File: config.mk
export PLATFORM = sky130hd
export DESIGN_NAME = riscv_trace_capture_flat
export DESIGN_NICKNAME = d
export VERILOG_FILES = /design/src/rtl/riscv_trace_capture_if.sv /design/src/rtl/riscv_trace_capture.sv /design/src/flat_wrapper.sv
export SDC_FILE = /design/constraint.sdc
export NUM_CORES = 2
export LEC_CHECK = 0
export CORE_ASPECT_RATIO = 2
export CORE_UTILIZATION = 42
export DETAILED_ROUTE_END_ITERATION = 6
export SLEW_MARGIN = 10
export SYNTH_ARGS = -nofsm -noshare
export SYNTH_HDL_FRONTEND = slang
export SYNTH_SLANG_ARGS = --single-unit
File: constraint.sdc
create_clock -name clk -period 13.65 [get_ports clk]
set_clock_uncertainty 0.2 [all_clocks]
set_input_delay 2.73 -clock clk [delete_from_list [all_inputs] [get_ports clk]]
set_output_delay 2.73 -clock clk [all_outputs]
set_load 0.02 [all_outputs]
File: src/rtl/riscv_trace_capture_if.sv
// Trace output stream: one 32-bit word per valid/ready handshake.
// Ports: out_valid/out_data/out_last from capture block, out_ready from sink.
// The master modport is the trace source; the slave modport is the host/sink.
interface riscv_trace_capture_if;
  logic        out_valid;
  logic        out_ready;
  logic [31:0] out_data;
  logic        out_last;

  modport master (
    output out_valid,
    output out_data,
    output out_last,
    input  out_ready
  );

  modport slave (
    input  out_valid,
    input  out_data,
    input  out_last,
    output out_ready
  );
endinterface

File: src/rtl/riscv_trace_capture.sv
// Purpose: samples core debug signals into a record FIFO while armed; drains 4 words/record.
// Latency: record pushed at edge N is visible on the stream right after edge N.
// Backpressure: out_ready low holds the current word; a full FIFO drops new records (counted).
// Ports: clk, rst (async active-low), dbg_* core sample, arm/stop pulses, trig_pc,
//   stream (riscv_trace_capture_if.master), state, level, overflow, drop_cnt.
// Build option: define TRACE_TRIG_EN so arm waits for dbg_pc == trig_pc before capturing.
module riscv_trace_capture #(
  parameter int DEPTH  = 16,
  parameter int ADDR_W = 4
) (
  input  logic                  clk,
  input  logic                  rst,
  input  logic [31:0]           dbg_pc,
  input  logic [31:0]           dbg_instr,
  input  logic [31:0]           dbg_ALU_result,
  input  logic [3:0]            dbg_ALU_ctrl,
  input  logic                  dbg_wr_en,
  input  logic                  arm,
  input  logic                  stop,
  input  logic [31:0]           trig_pc,
  riscv_trace_capture_if.master stream,
  output logic [1:0]            state,
  output logic [ADDR_W:0]       level,
  output logic                  overflow,
  output logic [15:0]           drop_cnt
);

  typedef enum logic [1:0] {
    S_IDLE    = 2'b00,
    S_WAIT    = 2'b01,
    S_CAPTURE = 2'b10,
    S_DONE    = 2'b11
  } state_t;

  typedef struct packed {
    logic [31:0] pc;
    logic [31:0] instr;
    logic [31:0] result;
    logic [3:0]  ctrl;
    logic        wr_en;
  } rec_t;

`ifdef TRACE_TRIG_EN
  localparam state_t ARM_STATE = S_WAIT;
`else
  localparam state_t ARM_STATE = S_CAPTURE;
`endif

  localparam logic [ADDR_W:0] FULL_LVL = (ADDR_W + 1)'(DEPTH);

  state_t            cur_state, next_state;
  rec_t              mem [DEPTH];
  rec_t              rec_in, rd_rec;
  logic [ADDR_W-1:0] wr_ptr, rd_ptr;
  logic [1:0]        word_idx;
  logic [31:0]       word;
  logic              push_req, rearm;
  logic              full, xfer, pop, push_ok, drop;

  // ---------------- control FSM ----------------
  always_ff @(posedge clk or negedge rst) begin
    if (!rst) cur_state <= S_IDLE;
    else      cur_state <= next_state;
  end

  // stop is checked before the trigger so a stop cycle never captures
  always_comb begin
    next_state = cur_state;
    push_req   = 1'b0;
    rearm      = 1'b0;
    case (cur_state)
      S_IDLE, S_DONE: begin
        if (arm) begin
          next_state = ARM_STATE;
          rearm      = 1'b1;
        end
      end
      S_WAIT: begin
        if (stop) begin
          next_state = S_DONE;
        end else if (dbg_pc == trig_pc) begin
          push_req   = 1'b1;
          next_state = S_CAPTURE;
        end
      end
      S_CAPTURE: begin
        if (stop) next_state = S_DONE;
        else      push_req   = 1'b1;
      end
      default: next_state = S_IDLE;
    endcase
  end

  assign state = cur_state;

  // ---------------- record FIFO ----------------
  assign rec_in = '{pc: dbg_pc, instr: dbg_instr, result: dbg_ALU_result,
                    ctrl: dbg_ALU_ctrl, wr_en: dbg_wr_en};

  assign full    = (level == FULL_LVL);
  assign xfer    = stream.out_valid && stream.out_ready;
  assign pop     = xfer && (word_idx == 2'd3);
  // When full, a same-edge pop frees the slot at rd_ptr, which equals wr_ptr
  assign push_ok = push_req && (!full || pop);
  assign drop    = push_req && full && !pop;

  always_ff @(posedge clk) begin
    if (push_ok) mem[wr_ptr] <= rec_in;
  end

  always_ff @(posedge clk or negedge rst) begin
    if (!rst) begin
      wr_ptr   <= '0;
      rd_ptr   <= '0;
      level    <= '0;
      word_idx <= 2'd0;
    end else begin
      if (push_ok) wr_ptr <= wr_ptr + 1'b1;
      if (pop)     rd_ptr <= rd_ptr + 1'b1;
      // word_idx wraps 3 -> 0 exactly on the popping handshake
      if (xfer)    word_idx <= word_idx + 2'd1;
      case ({push_ok, pop})
        2'b10:   level <= level + 1'b1;
        2'b01:   level <= level - 1'b1;
        default: level <= level;
      endcase
    end
  end

  // ---------------- drop accounting ----------------
  always_ff @(posedge clk or negedge rst) begin
    if (!rst) begin
      overflow <= 1'b0;
      drop_cnt <= 16'd0;
    end else if (rearm) begin
      overflow <= 1'b0;
      drop_cnt <= 16'd0;
    end else if (drop) begin
      overflow <= 1'b1;
      if (drop_cnt != 16'hFFFF) drop_cnt <= drop_cnt + 16'd1;
    end
  end

  // ---------------- output stream ----------------
  assign rd_rec = mem[rd_ptr];

  always_comb begin
    word = 32'd0;
    case (word_idx)
      2'd0: word = rd_rec.pc;
      2'd1: word = rd_rec.instr;
      2'd2: word = rd_rec.result;
      2'd3: word = {27'd0, rd_rec.wr_en, rd_rec.ctrl};
      default: word = 32'd0;
    endcase
  end

  // Outputs depend only on registered state, so they hold while stalled
  assign stream.out_valid = (level != '0);
  assign stream.out_data  = stream.out_valid ? word : 32'd0;
  assign stream.out_last  = stream.out_valid && (word_idx == 2'd3);

endmodule

File: src/flat_wrapper.sv
// flat-port wrapper written by rule: the top's interface ports become plain ports
module riscv_trace_capture_flat 
#(
  parameter int DEPTH  = 16,
  parameter int ADDR_W = 4
)
  (clk, rst, dbg_pc, dbg_instr, dbg_ALU_result, dbg_ALU_ctrl, dbg_wr_en, arm, stop, trig_pc, state, level, overflow, drop_cnt, stream_out_valid, stream_out_data, stream_out_last, stream_out_ready);
  riscv_trace_capture_if stream_i ();
  input  logic clk;
  input  logic rst;
  input  logic [31:0] dbg_pc;
  input  logic [31:0] dbg_instr;
  input  logic [31:0] dbg_ALU_result;
  input  logic [3:0] dbg_ALU_ctrl;
  input  logic dbg_wr_en;
  input  logic arm;
  input  logic stop;
  input  logic [31:0] trig_pc;
  output logic [1:0] state;
  output logic [ADDR_W:0] level;
  output logic overflow;
  output logic [15:0] drop_cnt;
  output wire logic [$bits(stream_i.out_valid)-1:0] stream_out_valid;
  output wire logic [$bits(stream_i.out_data)-1:0] stream_out_data;
  output wire logic [$bits(stream_i.out_last)-1:0] stream_out_last;
  input wire logic [$bits(stream_i.out_ready)-1:0] stream_out_ready;
  assign stream_out_valid = stream_i.out_valid;
  assign stream_out_data = stream_i.out_data;
  assign stream_out_last = stream_i.out_last;
  assign stream_i.out_ready = stream_out_ready;
  riscv_trace_capture #(.DEPTH(DEPTH), .ADDR_W(ADDR_W)) u_core (.clk(clk), .rst(rst), .dbg_pc(dbg_pc), .dbg_instr(dbg_instr), .dbg_ALU_result(dbg_ALU_result), .dbg_ALU_ctrl(dbg_ALU_ctrl), .dbg_wr_en(dbg_wr_en), .arm(arm), .stop(stop), .trig_pc(trig_pc), .stream(stream_i), .state(state), .level(level), .overflow(overflow), .drop_cnt(drop_cnt));
endmodule
==> metrics <==
CP Capture Type=output port; largest cells by area after synthesis=edfxtp_1 (76%), mux4_2 (18%), dfrtp_1 (1.3%); area of the core=149900 um^2; initial antenna violation count=17; DRT iter0 DRCs=2419; R2R cell count=7; clk sinks=1650; Hold Crit Depth=1; final hold viol count=0; Hold WC Path Type=flop to flop; FF-to-FF Start=u_core.word_idx[0]; # resized after CTS=0; synthesis warning total=0; via count=28700; CTS buffer count=149; FFs w/ async S/R, synth=0.02061; CTS tree=built; largest net degree at the start of global routing=113; Clk pin slew, worst setup/hold paths=0.07 ns; Slew headroom=0.1927; Area growth syn-to-layout=14.00%; cell with the most instances after synthesis=edfxtp_1; DP Wirelength=88450 um; DIE HEIGHT=551.8 um; clock latency on the worst-skew pair=0.78 ns; first-pass GRT wire length=222000 um; number of global-route vias before repair=30510; status=finished, final reports clean; num rows=201; DR WL/cell=31.64 um; post-route minimum period=8.909 ns; CP max FO=100; IO Pins=196; flip-flop and latch count after synthesis=1650; critical path launch point type=flop; IO Port Bufs=195; setup tns final=0 ns; R2R Setup Slk=8.44 ns; Netlist cell types=39; HP Start=u_core.overflow; EDFF count, synth=1616; fin crit share=0.6527; Nets=3024; CTS Hold Buffers Added=0; Mapped Cells=2609; Worst Path Class, Setup=flop to output port; power density cells=198.9 nW/um^2; routed wire length=155300 um; RSZ-0062 raised after global routing=no; Setup violations, final=0; total power=14.39 mW; top cells by count, synth=edfxtp_1 (1616), mux4_2 (505), clkbuf_1 (74); Die X=276.9 um; Endpoint, Worst Hold=u_core.overflow; maximum clock rate=112.2 MHz; Worst EP arrival=5.98 ns; sequential area share after synthesis=0.7779; Max clock buf depth=4; die area=152800 um^2; Post-CTS Setup Bufs=0; Slew Viols, Final=0; ys flop type=edfxtp_1; dominant cell type by area after synthesis=edfxtp_1; gpl congestion=0.7692; WP data required=10.72 ns; effective utilization at floorplan=0.4235; Synthesized Nets=2763; grt ovf=0; proportion of layout cells with a drive suffix above 1=0.2655; DRT antenna net count=0; Max rail drop VDD=0.1711 mV; Worst R2R End=u_core.mem[2][59]; post-synthesis cell area=63480 um^2; # DRC=0; syn avg cell area=24.33 um^2; GRT Total Usage=0.2044; H-tree depth=4; number of max-cap violations=0; Worst-Margin Slew=1.211 ns; Synth top area share=0.7645; Lkg Pwr=22.12 nW; Vias/cell=5.847; clk root buf=clkbuf_16; DRT Pass-1 Iters=5
layout make-up:
type	count	area [um^2]
clock buffers	178	3869
flip-flops and latches	1650	49390
repair buffers	246	2455
well taps	1928	2412
clock inverters	78	663.1
inverters	16	60.06
fillers	11960	77520
diodes	5	12.51
multi-input cells	807	13500
routing by layer:
layer | track usage | share of wire | wire, um
met1 | 0.2450 | 0.37 | 57590
met2 | 0.3723 | 0.54 | 84260
met4 | 0.07999 | 0.039 | 6028
met5 | 0 | 0.00064 | 99
met3 | 0.02746 | 0.047 | 7313
power by group:
part	total (mW)	leakage (nW)	switching (mW)	internal, mW
logic	4.30	4.91	2.32	1.98
registers	6.09	15.0	0.202	5.89
clock network	4.00	2.22	1.80	2.20
metrics by stage:
stage	worst slack [ns]	cells	utilization	cell area, um^2	hold WS [ns]
detailed placement	4.434	4647	0.4525	67820	0.2925
global placement	4.408	4647	0.4525	67820	0.3119
global route	4.429	4904	0.4827	72360	0.3425
CTS	4.529	4903	0.4827	72360	0.3193
floorplan	1.775	2609	-	63480	0.2977
finish	4.741	4908	0.4828	72370	0.3155
registers in the layout, indices dropped and copies added (netlist names):
register	flops
u_core.drop_cnt	16
u_core.level	5
u_core.overflow	1
u_core.wr_ptr	4
u_core.mem	1616
u_core.rd_ptr	4
u_core.word_idx	2
u_core.state	2
how the worst max path moves through the flow:
stage | from | endpoint | cells past startpoint
floorplan | trig_pc[4] | u_core.mem[3][0] | 9
global placement | dbg_pc[1] | u_core.mem[2][62] | 10
detailed placement | dbg_pc[1] | u_core.mem[2][28] | 10
CTS | u_core.rd_ptr[0] | stream_out_data[21] | 7
global route | u_core.rd_ptr[0] | stream_out_data[21] | 7
finish | u_core.rd_ptr[1] | stream_out_data[21] | 7
cell usage in the layout, fill, tap and decap left out, types with 9 or more instances in the layout:
cell type,netlist,final
nand3_1,10,10
edfxtp_1,1616,1616
clkdlybuf4s50_1,0,194
o21ai_0,34,34
dfrtp_1,34,30
nand2_1,17,17
clkinv_1,1,28
xnor2_1,47,47
ha_1,15,13
inv_1,15,15
mux4_2,505,505
clkinv_2,0,25
nor4_1,12,12
buf_4,9,41
a221oi_1,27,27
nor2_1,44,44
a21oi_1,15,15
bufinv_16,0,9
nand4_1,13,13
clkbuf_16,0,150
buf_12,0,10
and3_4,0,15
clkbuf_1,74,27
worst max-delay path, stage by stage, from the launching register on:
cell and delay [ns]:
dfrtp_4 0.88, buf_4 0.83, buf_12 0.45, mux4_2 0.42, mux4_2 0.53, a221oi_1 0.82
nor2_1 0.26, clkdlybuf4s50_1 0.63
kinds of logic (layout without fill, tap and decap cells):
logic type      count (synthesis)  after routing  share of synthesized area
mux                           512            512                     0.1804
simple gates                  131            131                    0.01035
fa+ha+maj                      16             16                   0.003272
buf+inv                       152            518                    0.01082
other cells                     0              5                          0
flops                        1650           1650                     0.7779
compound gates                 98             98                    0.01043
xor+xnor                       50             50                   0.006899
No activity file was read; power rests on OpenSTA's default activity.
